**src/rtl/gpiotest_pkg.sv**
```systemverilog
// Shared types and defaults for the GPIO pattern sequencer.
package gpiotest_pkg;

  typedef enum logic [1:0] {
    WALK1    = 2'd0,
    WALK0    = 2'd1,
    COUNT    = 2'd2,
    LOOPBACK = 2'd3
  } mode_t;

  typedef enum logic [2:0] {
    IDLE      = 3'd0,
    RUN       = 3'd1,
    LB_DRIVE  = 3'd2,
    LB_SAMPLE = 3'd3,
    DONE      = 3'd4
  } state_t;

  localparam int NUM_PINS_DEFAULT = 32;
  localparam int CLK_HZ_DEFAULT   = 12_000_000;

endpackage

```
**src/rtl/gpio_sync2.sv**
```systemverilog
// Two-flop synchronizer for the asynchronous pad inputs.
module gpio_sync2 #(
  parameter int W = 32
) (
  input  logic         clk,
  input  logic         rst_n,
  input  logic [W-1:0] d,
  output logic [W-1:0] q
);

  logic [W-1:0] meta;

  always_ff @(posedge clk or negedge rst_n) begin
    if (!rst_n) begin
      meta <= '0;
      q    <= '0;
    end else begin
      meta <= d;
      q    <= meta;
    end
  end

endmodule

```
**src/rtl/gpio_pattern_sequencer.sv**
```systemverilog
// Drives GPIO test patterns at a prescaled step rate and runs a one-shot
// pin-pair loopback check (pin 2k drives, pin 2k+1 reads back).
module gpio_pattern_sequencer
  import gpiotest_pkg::*;
#(
  parameter int NUM_PINS      = NUM_PINS_DEFAULT,
  parameter int CLK_HZ        = CLK_HZ_DEFAULT,
  parameter int STEP_HZ       = 4,
  parameter int SETTLE_CYCLES = 8
) (
  input  logic                        clk,
  input  logic                        rst_n,
  input  logic                        start,
  input  logic                        stop,
  input  logic [1:0]                  mode,
  input  logic [NUM_PINS-1:0]         gpio_i,
  output logic [NUM_PINS-1:0]         gpio_o,
  output logic [NUM_PINS-1:0]         gpio_oe,
  output logic [$clog2(NUM_PINS)-1:0] seq_o,
  output logic                        busy,
  output logic                        done,
  output logic [NUM_PINS/2-1:0]       fail_mask
);

  localparam int DIV = CLK_HZ / STEP_HZ;
  localparam int PW  = $clog2(DIV);
  localparam int SW  = $clog2(NUM_PINS);
  localparam int NP  = NUM_PINS / 2;
  localparam int CW  = $clog2(SETTLE_CYCLES);

  localparam logic [PW-1:0] PRE_MAX   = PW'(DIV - 1);
  localparam logic [CW-1:0] SET_MAX   = CW'(SETTLE_CYCLES - 1);
  localparam logic [SW-1:0] LAST_PIN  = SW'(NUM_PINS - 1);
  localparam logic [SW-1:0] LAST_PAIR = SW'(NP - 1);
  localparam logic [NUM_PINS-1:0] ONE = {{(NUM_PINS-1){1'b0}}, 1'b1};

  state_t              state;
  mode_t               mode_q;
  logic [PW-1:0]       presc;
  logic [CW-1:0]       settle;
  logic [NUM_PINS-1:0] count;
  logic                phase;
  logic [NUM_PINS-1:0] gpio_s;

  logic                tick;
  logic [NUM_PINS-1:0] count_nxt;
  logic [SW-1:0]       walk_nxt;
  logic [SW-1:0]       odd_pin;
  logic [SW-1:0]       next_even;
  logic                mism;

  gpio_sync2 #(.W(NUM_PINS)) u_sync (
    .clk   (clk),
    .rst_n (rst_n),
    .d     (gpio_i),
    .q     (gpio_s)
  );

  function automatic logic [NUM_PINS-1:0] run_pat(mode_t m, logic [SW-1:0] s,
                                                   logic [NUM_PINS-1:0] c);
    logic [NUM_PINS-1:0] oh;
    oh = ONE << s;
    case (m)
      WALK0:   return ~oh;
      COUNT:   return c;
      default: return oh;
    endcase
  endfunction

  always_comb begin
    tick      = (presc == PRE_MAX);
    count_nxt = count + 1'b1;
    walk_nxt  = (seq_o == LAST_PIN) ? '0 : seq_o + 1'b1;
    odd_pin   = (seq_o << 1) | SW'(1);
    next_even = (seq_o + 1'b1) << 1;
    mism      = gpio_s[odd_pin] ^ phase;
  end

  always_ff @(posedge clk or negedge rst_n) begin
    if (!rst_n) begin
      state     <= IDLE;
      mode_q    <= WALK1;
      presc     <= '0;
      settle    <= '0;
      count     <= '0;
      phase     <= 1'b0;
      gpio_o    <= '0;
      gpio_oe   <= '0;
      seq_o     <= '0;
      busy      <= 1'b0;
      done      <= 1'b0;
      fail_mask <= '0;
    end else if (stop) begin
      // stop releases the pins but keeps the last loopback verdict visible
      state   <= IDLE;
      gpio_oe <= '0;
      gpio_o  <= '0;
      busy    <= 1'b0;
    end else begin
      case (state)
        IDLE, DONE: if (start) begin
          mode_q <= mode_t'(mode);
          presc  <= '0;
          settle <= '0;
          seq_o  <= '0;
          count  <= '0;
          done   <= 1'b0;
          busy   <= 1'b1;
          if (mode_t'(mode) == LOOPBACK) begin
            fail_mask <= '0;
            phase     <= 1'b1;
            gpio_oe   <= ONE;
            gpio_o    <= ONE;
            state     <= LB_DRIVE;
          end else begin
            gpio_oe <= '1;
            gpio_o  <= run_pat(mode_t'(mode), '0, '0);
            state   <= RUN;
          end
        end
        RUN: begin
          presc <= tick ? '0 : presc + 1'b1;
          if (tick) begin
            if (mode_q == COUNT) begin
              count  <= count_nxt;
              seq_o  <= count_nxt[SW-1:0];
              gpio_o <= count_nxt;
            end else begin
              seq_o  <= walk_nxt;
              gpio_o <= run_pat(mode_q, walk_nxt, count);
            end
          end
        end
        LB_DRIVE: begin
          if (settle == SET_MAX) begin
            settle <= '0;
            state  <= LB_SAMPLE;
          end else begin
            settle <= settle + 1'b1;
          end
        end
        LB_SAMPLE: begin
          fail_mask <= fail_mask | (NP'(mism) << seq_o);
          if (phase) begin
            phase  <= 1'b0;
            gpio_o <= '0;
            state  <= LB_DRIVE;
          end else if (seq_o == LAST_PAIR) begin
            done    <= 1'b1;
            busy    <= 1'b0;
            gpio_oe <= '0;
            gpio_o  <= '0;
            state   <= DONE;
          end else begin
            seq_o   <= seq_o + 1'b1;
            phase   <= 1'b1;
            gpio_oe <= ONE << next_even;
            gpio_o  <= ONE << next_even;
            state   <= LB_DRIVE;
          end
        end
        default: state <= IDLE;
      endcase
    end
  end

endmodule

```
**config.mk**
```make
export PLATFORM = sky130hd
export DESIGN_NAME = gpio_pattern_sequencer
export DESIGN_NICKNAME = d
export VERILOG_FILES = /design/src/rtl/gpiotest_pkg.sv /design/src/rtl/gpio_sync2.sv /design/src/rtl/gpio_pattern_sequencer.sv
export SDC_FILE = /design/constraint.sdc
export NUM_CORES = 1
export LEC_CHECK = 0
export CAP_MARGIN = 0
export CORE_ASPECT_RATIO = 1.25
export CORE_MARGIN = 2
export CORE_UTILIZATION = 55
export DETAILED_ROUTE_END_ITERATION = 6
export PLACE_DENSITY = 0.8
export SLEW_MARGIN = 25
export SYNTH_ARGS = -nofsm -noshare
export SYNTH_HDL_FRONTEND = slang
export SYNTH_SLANG_ARGS = --single-unit
```
**constraint.sdc**
```tcl
create_clock -name clk -period 9.6 [get_ports clk]
set_input_delay 1.92 -clock clk [delete_from_list [all_inputs] [get_ports clk]]
set_output_delay 1.92 -clock clk [all_outputs]
set_load 0.005 [all_outputs]
```
# Word level (Yosys, flattened, before mapping)

Cells that the tools add are included.

Bits in writable memories: 0
Logic and storage cells: 129
Bits in latches: 0
Bits in read-only memories: 0
Memories: 0
Input port bits: 38
Output and inout port bits: 87
Register bits after elaboration: 214

Shift operators: 3
Reductions and logical operators: 19
Divide/modulo/power cells: 0
Add/sub/neg operators: 4
Order comparisons: 1
Multiplexer cells: 58
Bitwise gates (word level): 4
$mul: 0
Eq/ne operators: 26

Operators with widths:

| cell                                                               | count |
|---|---|
| 32-bit 2-to-1 mux                                                  | 15 |
| 32-bit one-hot mux with 2 select lines                             | 3 |
| 32-bit one-hot mux with 3 select lines                             | 1 |
| 1-bit by 5-bit left shift with 32-bit output, first input constant | 2 |
| 22-bit 2-to-1 mux                                                  | 2 |
| 22-bit one-hot mux with 2 select lines                             | 1 |
| 32-bit by 1-bit adder with 32-bit output, second input constant    | 1 |
| 16-bit 2-to-1 mux                                                  | 2 |
| 32-bit inverter                                                    | 1 |
| 16-bit one-hot mux with 2 select lines                             | 1 |
| 5-bit 2-to-1 mux                                                   | 6 |
| 22-bit by 1-bit adder with 22-bit output, second input constant    | 1 |
| 22-bit == test, second input constant                              | 1 |
| 3-bit 2-to-1 mux                                                   | 7 |
| 3-bit AND reduction                                                | 6 |
| 2-bit != test, second input constant                               | 8 |
| 16-bit bitwise OR                                                  | 1 |
| 1-bit by 5-bit left shift with 16-bit output                       | 1 |
| 3-bit != test, second input constant                               | 5 |
| 5-bit one-hot mux with 3 select lines                              | 1 |
| 1-bit 2-to-1 mux                                                   | 12 |
| 3-bit one-hot mux with 4 select lines                              | 1 |
| 5-bit AND reduction                                                | 2 |
| 4-bit AND reduction                                                | 2 |
| other kinds (22)                                                   | 32 |

# Logic depth before layout (Yosys ltp)

Gate-level depths: netlist (run 1).

Depth in word-level cells: 9
Depth in mapped cells: 12
Gate-level depth less buffers: 10

# By module

From an unflattened synthesis (run 1), not the netlist that was laid out.

Cell total of the unflattened synthesis: 1057
Area total of the unflattened synthesis: 10168.5 sq um

Modules (own cells, without submodules):

| module                 | seq. area each (sq um) | cells each | area an instance (sq um) | times used |
|---|---|---|---|---|
| gpio_pattern_sequencer | 3378.2                 | 993        | 8567.0                   | 1 |
| gpio_sync2             | 1601.5                 | 64         | 1601.5                   | 1 |

# Worst setup path before layout (run 1)

Ideal clock, no wire load.

Path kind: input-to-reg
Start: in start
End: reg fail_mask[10]
Cell stages on the path: 6
Required time: 9.533 ns
Arrival: 3.474 ns
Slack: 6.059 ns
Library setup time: 0.067 ns
Path through: nor3b_1 nand2_1 a2111oi_0 inv_1 nor3_1 a22o_1

Word-level cells in the longest chain between the ends: 2

Ends and longest elaborated chain:

| what                          | RTL line                      | RTL |
|---|---|---|
| from (decl)                   | gpio_pattern_sequencer.sv:13  | `input logic start,` |
| 2-bit != test (no line)       | --                            |  |
| 4-bit AND reduction (no line) | --                            |  |
| to (signal assigned)          | gpio_pattern_sequencer.sv:143 | `fail_mask <= fail_mask \| (NP'(mism) << seq_o);` |
| to (decl)                     | gpio_pattern_sequencer.sv:22  | `output logic [NUM_PINS/2-1:0] fail_mask` |

No other way between the ends.
A chain may end at the register's enable or synchronous reset.

# Final worst setup path (run 1)

Same ends and word-level chain as after synthesis.

==> reports/qor.yml, run 1 <==
hpwl_um: 18800
numClockSinks: 167
crit_path_end_kind: "flop"
fin_skew_ns: 0.00791
critPathKind: "primary input to flop"
ys.flop_type: "dfrtp_1"
antenna_found_initial: 0
die_area_um2: 18500
cts-resized-gates: 0
period_needed_ns: 4.51
crit_path_max_fanout: 8
yosysUniqueCellTypes: 77
worst_slew_pin_slew_ns: 1.03
syn_avg_cell_area_um2: 9.05
p_sw_mw: 0.672
p_per_area_nw_per_um2: 175
setup_viol: 0
async_reset_ff_share_pct: 100
critPathSlowestCell: "a2111oi_0"
whs_path_depth: 0
syn_to_final_growth_pct: 17.9
nets: 1168
setup.worst_path.start_class: "primary input"
place.gp.congestion: 0.971
drv_slew: 0
drt_iter0_markers: 1012
final_common_cell: "dfrtp_1"
grt_use_total_pct: 30.3
final_layout_size_suffix_gt1_share_pct: 7.00
grt_pass1_wl_um: 43800
r2r_cells: 9
routed_wl_um: 27500
seq_power_share_pct: 40.5
pin_count: 125
internal-power_mw: 1.31
arrival_ns: 4.88
outcome: "complete, no violations"
vdd_drop_max_mv: 0.0935
syn_inst: 1061
hold_slack_ns: 0.349
grt_pass1_vias: 8153
synth-seq-cells: 167
synth.cell_area_um2: 9600
final_cells: 1353
cts_hold_buffers: 0
htree_num_levels: 4
drtPass1Iterations: 6
clk_path_buf_depth: 2
rsz0062_at_grt: "false"
start_util_pct: 55.5
synth_nets: 1113
core_um2: 17300
crit_chain: "clkdlybuf4s50_1, nor3b_1, nand2_1, a2111oi_0, inv_1, nor3_1, a22o_1"
clock-root-buffer: "clkbuf_16"
p_clk_share_pct: 35.4
maxCapViolCount: 0
synth_edf_count: 0
seq_area_frac_synth_pct: 43.5
fp.dieW_um: 122
rows: 54
wl_per_cell_um: 20.3
worstPathRequired_ns: 9.97
swShare_pct: 33.9
p_leak_nw: 4.61
cts_tree: "built"
grt_max_degree: 104
fmax_mhz: 222
critPathBufInv: 2
dp_cells: 1320
ant_nets: 0
critPathMaxStageDelay_ns: 0.74
cts_setup_buffers: 0
post-route-period-util_pct: 46.9
ys_warn_count: 0
numCtsBuffers: 17
clk_pin_slew_ns: 0.08
antennaDiodeCount: 0
finalHoldViolations: 0
cp_top_family: "simple AND/OR/NAND/NOR gates"
die_y_um: 152
hold_path.class: "flop to flop"
worstSkewPairLatency_ns: 0.44
drc: 0
path_depth: 7
io_buffers: 108
p_comb_share_pct: 24.1
grt_overflow_total: 0
layout_common_cells: "dfrtp_1, nand2_1, clkdlybuf4s50_1, nor2_1, o21ai_0"
relSlewSlack_pct: 31.6
fin_tns_setup_ns: 0
num_vias: 8790
vias_per_cell: 6.50
through the flow:
stage | instance area (um2) | total power, mW | util (%) | setup slack [ns]
floorplan | 9600 | 1.08 | - | 6.06
global placement | 10700 | 1.27 | 61.6 | 4.88
detailed placement | 10700 | 1.28 | 61.6 | 4.84
CTS | 11300 | 1.97 | 65.2 | 5.18
global route | 11300 | 2.07 | 65.4 | 4.77
finish | 11300 | 1.98 | 65.4 | 5.09
cell families (layout without fill, tap and decap cells):
group | Yosys count | count (layout) | synth area share [%]
compound gates | 307 | 307 | 20.8
xor+xnor | 53 | 53 | 4.84
fa+ha+maj | 14 | 14 | 1.82
buf+inv | 96 | 164 | 4.56
flops | 167 | 167 | 43.5
mux | 28 | 28 | 3.52
simple gates | 396 | 396 | 20.9
synthesized netlist by cell type (5+ instances only):
cell type | instances | area, um2
dfrtp_1 | 167 | 4180
nand2_1 | 107 | 402
nor2_1 | 96 | 360
o21ai_0 | 66 | 330
a21oi_1 | 54 | 270
clkbuf_1 | 53 | 199
o21ai_1 | 46 | 230
xnor2_1 | 35 | 307
nand3_1 | 31 | 155
a22o_1 | 23 | 201
nor3_1 | 22 | 110
nand4_1 | 21 | 131
mux2i_1 | 18 | 180
o211ai_1 | 18 | 135
xor2_1 | 18 | 158
nor2b_1 | 16 | 100
buf_4 | 15 | 113
nor4_1 | 15 | 93.8
o31ai_1 | 15 | 113
ha_1 | 14 | 175
nand2b_1 | 13 | 81.3
a211oi_1 | 12 | 90.1
and3_1 | 12 | 75.1
and4_1 | 12 | 105
buf_2 | 11 | 55.1
inv_1 | 11 | 41.3
a31oi_1 | 10 | 62.6
or3_1 | 9 | 56.3
a211o_1 | 8 | 70.1
and2_1 | 6 | 37.5
mux2_2 | 6 | 67.6
or2_2 | 6 | 37.5
or4_1 | 6 | 45.0
a221o_1 | 5 | 50.1
a2bb2oi_1 | 5 | 43.8
o22ai_1 | 5 | 31.3
power groups by stage:
stage / sequential (mW) / combinational [mW] / clock [mW]
6_report: 0.803 / 0.476 / 0.701
5_1_grt: 0.809 / 0.515 / 0.742
4_1_cts: 0.801 / 0.465 / 0.708
3_5_place_dp: 0.814 / 0.461 / 0
3_3_place_gp: 0.813 / 0.455 / 0
2_1_floorplan: 0.797 / 0.288 / 0
path summary, 6_finish.rpt:
| kind | startpoint | end | slack, ns |
|---|---|---|---|
| worst max-delay path | start | fail_mask[10]$_DFFE_PN0P_ | 5.09 |
| max in group asynchronous | rst_n | count[8]$_DFFE_PN0P_ | 7.15 |
| worst max register to register | seq_o[2]$_DFFE_PN0P_ | gpio_o[5]$_DFFE_PN0P_ | 5.80 |
| min in group asynchronous | rst_n | u_sync.q[9]$_DFF_PN0_ | 1.33 |
| worst min-delay path | u_sync.meta[19]$_DFF_PN0_ | u_sync.q[19]$_DFF_PN0_ | 0.35 |
| worst min register to register | u_sync.meta[19]$_DFF_PN0_ | u_sync.q[19]$_DFF_PN0_ | 0.35 |
cell type report:
type | count | area [um2]
Clock inverter | 15 | 199
Timing Repair Buffer | 120 | 1190
Tap cell | 224 | 280
Multi-Input combinational cell | 798 | 4990
Inverter | 12 | 45.0
Sequential cell | 167 | 4180
Fill cell | 1454 | 5980
Clock buffer | 17 | 425
per-layer routing:
layer  wire (um)  track usage (%)  vias up
met3        2050             5.61       82
met4         950             13.2        0
met5           0                0        -
li1            -                -     3993
met1       11200             39.3     4265
met2       13300             49.6      450
flip-flops by register name, summed over array words and instances (netlist names), 2 cells and up:
| name | cells |
|---|---|
| gpio_o | 32 |
| mode_q | 2 |
| presc | 22 |
| state | 3 |
| settle | 3 |
| count | 32 |
| seq_o | 5 |
| u_sync.meta | 16 |
| gpio_oe | 17 |
| u_sync.q | 16 |
| fail_mask | 16 |
Note: power is estimated with default switching activity, not from simulation.
==> inputs of run 2 (changes only) <==
--- a/config.mk
+++ b/config.mk
@@ -8,9 +8,9 @@
 export CAP_MARGIN = 0
 export CORE_ASPECT_RATIO = 1.25
 export CORE_MARGIN = 2
-export CORE_UTILIZATION = 55
+export CORE_UTILIZATION = 51
 export DETAILED_ROUTE_END_ITERATION = 6
-export PLACE_DENSITY = 0.8
+export PLACE_DENSITY = 0.78
 export SLEW_MARGIN = 25
 export SYNTH_ARGS = -nofsm -noshare
 export SYNTH_HDL_FRONTEND = slang
==> constraint.sdc (replaced) <==
create_clock -name clk -period 4.1 [get_ports clk]
set_input_delay 0.82 -clock clk [delete_from_list [all_inputs] [get_ports clk]]
set_output_delay 0.82 -clock clk [all_outputs]
set_load 0.005 [all_outputs]
==> reports/qor.yml, run 2 (same netlist as run 1, synthesis figures left out) <==
outcome: "complete, no violations"
fillCellCount: 1600
rsz0062_at_grt: "false"
critPathMaxStageDelay_ns: 0.63
r2r_end: "gpio_o[20]$_DFFE_PN0P_"
grt_use_total_pct: 27.8
worstPathRequired_ns: 4.43
critical_path.startpoint: "seq_o[0]$_DFFE_PN0P_"
syn_to_final_growth_pct: 19.1
vdd_drop_max_mv: 0.340
drc: 0
cts_tree: "built"
fp.dieW_um: 127
multi_input_area_um2: 4990
drtPass1Iterations: 6
final_common_cell: "dfrtp_1"
wl_per_cell_um: 19.7
internal-power_mw: 3.09
clk_path_buf_depth: 2
p_per_area_nw_per_um2: 408
grt_overflow_total: 0
period_needed_ns: 3.39
final_layout_size_suffix_gt1_share_pct: 8.29
core_um2: 18600
p_leak_nw: 4.69
worst_slew_pin_slew_ns: 1.03
critPathKind: "flop to flop"
die_y_um: 157
r2r_cells: 10
rows: 56
cp_top_family: "simple AND/OR/NAND/NOR gates"
r2r_slack_ns: 0.71
antennaDiodeCount: 0
fin_tns_setup_ns: 0
maxCapViolCount: 0
critPathBufInv: 3
htree_num_levels: 4
grt_pass1_wl_um: 43800
arrival_ns: 3.72
cts-resized-gates: 0
crit_chain: "buf_4, inv_1, ha_1, nor2b_1, nor3_1, and4_1, a2111oi_0, buf_4, o21ai_1, a22o_1"
num_vias: 8714
seq_area_um2: 4180
place.gp.congestion: 0.971
vias_per_cell: 6.32
fin_skew_ns: 0.0128
nets: 1185
layout_common_cells: "dfrtp_1, nand2_1, clkdlybuf4s50_1, nor2_1, o21ai_0"
finalHoldViolations: 0
crit_path_end_kind: "flop"
clk_pin_slew_ns: 0.07
hold_path.class: "primary input to async pin"
crit_path_max_fanout: 25
io_buffers: 108
die_area_um2: 19900
setup.worst_path.start_class: "flop"
pin_count: 125
drt_iter0_markers: 929
drv_slew: 0
crit_path_end: "gpio_o[20]$_DFFE_PN0P_"
grt_max_degree: 79
critPathMostFrequentCell: "buf_4"
cts_setup_buffers: 0
p_clk_share_pct: 35.4
routed_wl_um: 27200
critPathSlowestCell: "nor2b_1"
cts_hold_buffers: 0
layout_setup_ws_ns: 0.708
hpwl_um: 19000
p_comb_share_pct: 24.1
post-route-period-util_pct: 82.7
p_sw_mw: 1.58
grt_pass1_vias: 8241
seq_power_share_pct: 40.6
fmax_mhz: 295
start_util_pct: 51.5
worstSkewPairLatency_ns: 0.45
swShare_pct: 33.7
reg.largest.list: "count (32), gpio_o (32), presc (22)"
r2r_start: "seq_o[0]$_DFFE_PN0P_"
relSlewSlack_pct: 31.1
ant_nets: 0
clock-root-buffer: "clkbuf_16"
post-place-ws_ns: 0.508
numCtsBuffers: 17
antenna_found_initial: 0
path_depth: 10
finish.utilization_pct: 61.4
numClockSinks: 167
setup_viol: 0
run 2: cell types whose count changed in the layout (fill, tap and decap cells not counted), sizes merged:
cell / previous run / this run
buf: 13 / 30
clkinv: 10 / 8
inv: 17 / 19
run 2: worst min-delay path by stage:
stage,slack (ns),endpoint,cells past startpoint
3_3_place_gp,0.33,u_sync.q[7]$_DFF_PN0_,0
6_report,0.35,gpio_o[22]$_DFFE_PN0P_,1
2_1_floorplan,0.33,u_sync.q[11]$_DFF_PN0_,0
3_5_place_dp,0.34,u_sync.q[31]$_DFF_PN0_,0
5_1_grt,0.35,u_sync.q[13]$_DFF_PN0_,0
4_1_cts,0.35,u_sync.q[13]$_DFF_PN0_,0
run 2: routing by layer:
metal	wire length [um]	share of wire (%)	global-route usage [%]	up-vias
met5	0	0	0	-
met4	989	3.6	11.6	0
met3	1880	6.9	4.18	79
met2	13100	48	46.2	435
met1	11200	41	36.6	4184
li1	-	-	-	4016
run 2: worst reg2reg max path, cell delays in order (launching register included):
cell,delay [ns]
dfrtp_1,0.35
buf_4,0.31
inv_1,0.18
ha_1,0.44
nor2b_1,0.63
nor3_1,0.23
and4_1,0.26
a2111oi_0,0.40
buf_4,0.20
o21ai_1,0.06
a22o_1,0.22
run 2: metrics by stage:
| step | area (um2) | hold WS (ns) | instances | power, mW |
|---|---|---|---|---|
| after floorplan | 9600 | 0.331 | 1061 | 2.54 |
| after global routing | 11400 | 0.351 | 1378 | 4.86 |
| after global placement | 10800 | 0.333 | 1346 | 3.00 |
| after detailed placement | 10800 | 0.336 | 1346 | 3.02 |
| after CTS | 11400 | 0.350 | 1378 | 4.67 |
| final | 11400 | 0.345 | 1378 | 4.67 |
run 2: cell type report:
class                   count  share of cell area (%)
repair buffers            137                    11.5
well taps                 232                    2.54
multi-input cells         798                    43.6
flip-flops and latches    167                    36.5
clock buffers              17                    3.72
clock inverters            15                    1.70
inverters                  12                   0.394
run 2: power by group through the flow:
stage,clock network [mW],registers [mW],logic [mW]
after CTS,1.67,1.89,1.11
after global placement,0,1.92,1.08
final,1.65,1.89,1.12
after detailed placement,0,1.92,1.10
after global routing,1.74,1.91,1.21
after floorplan,0,1.87,0.675
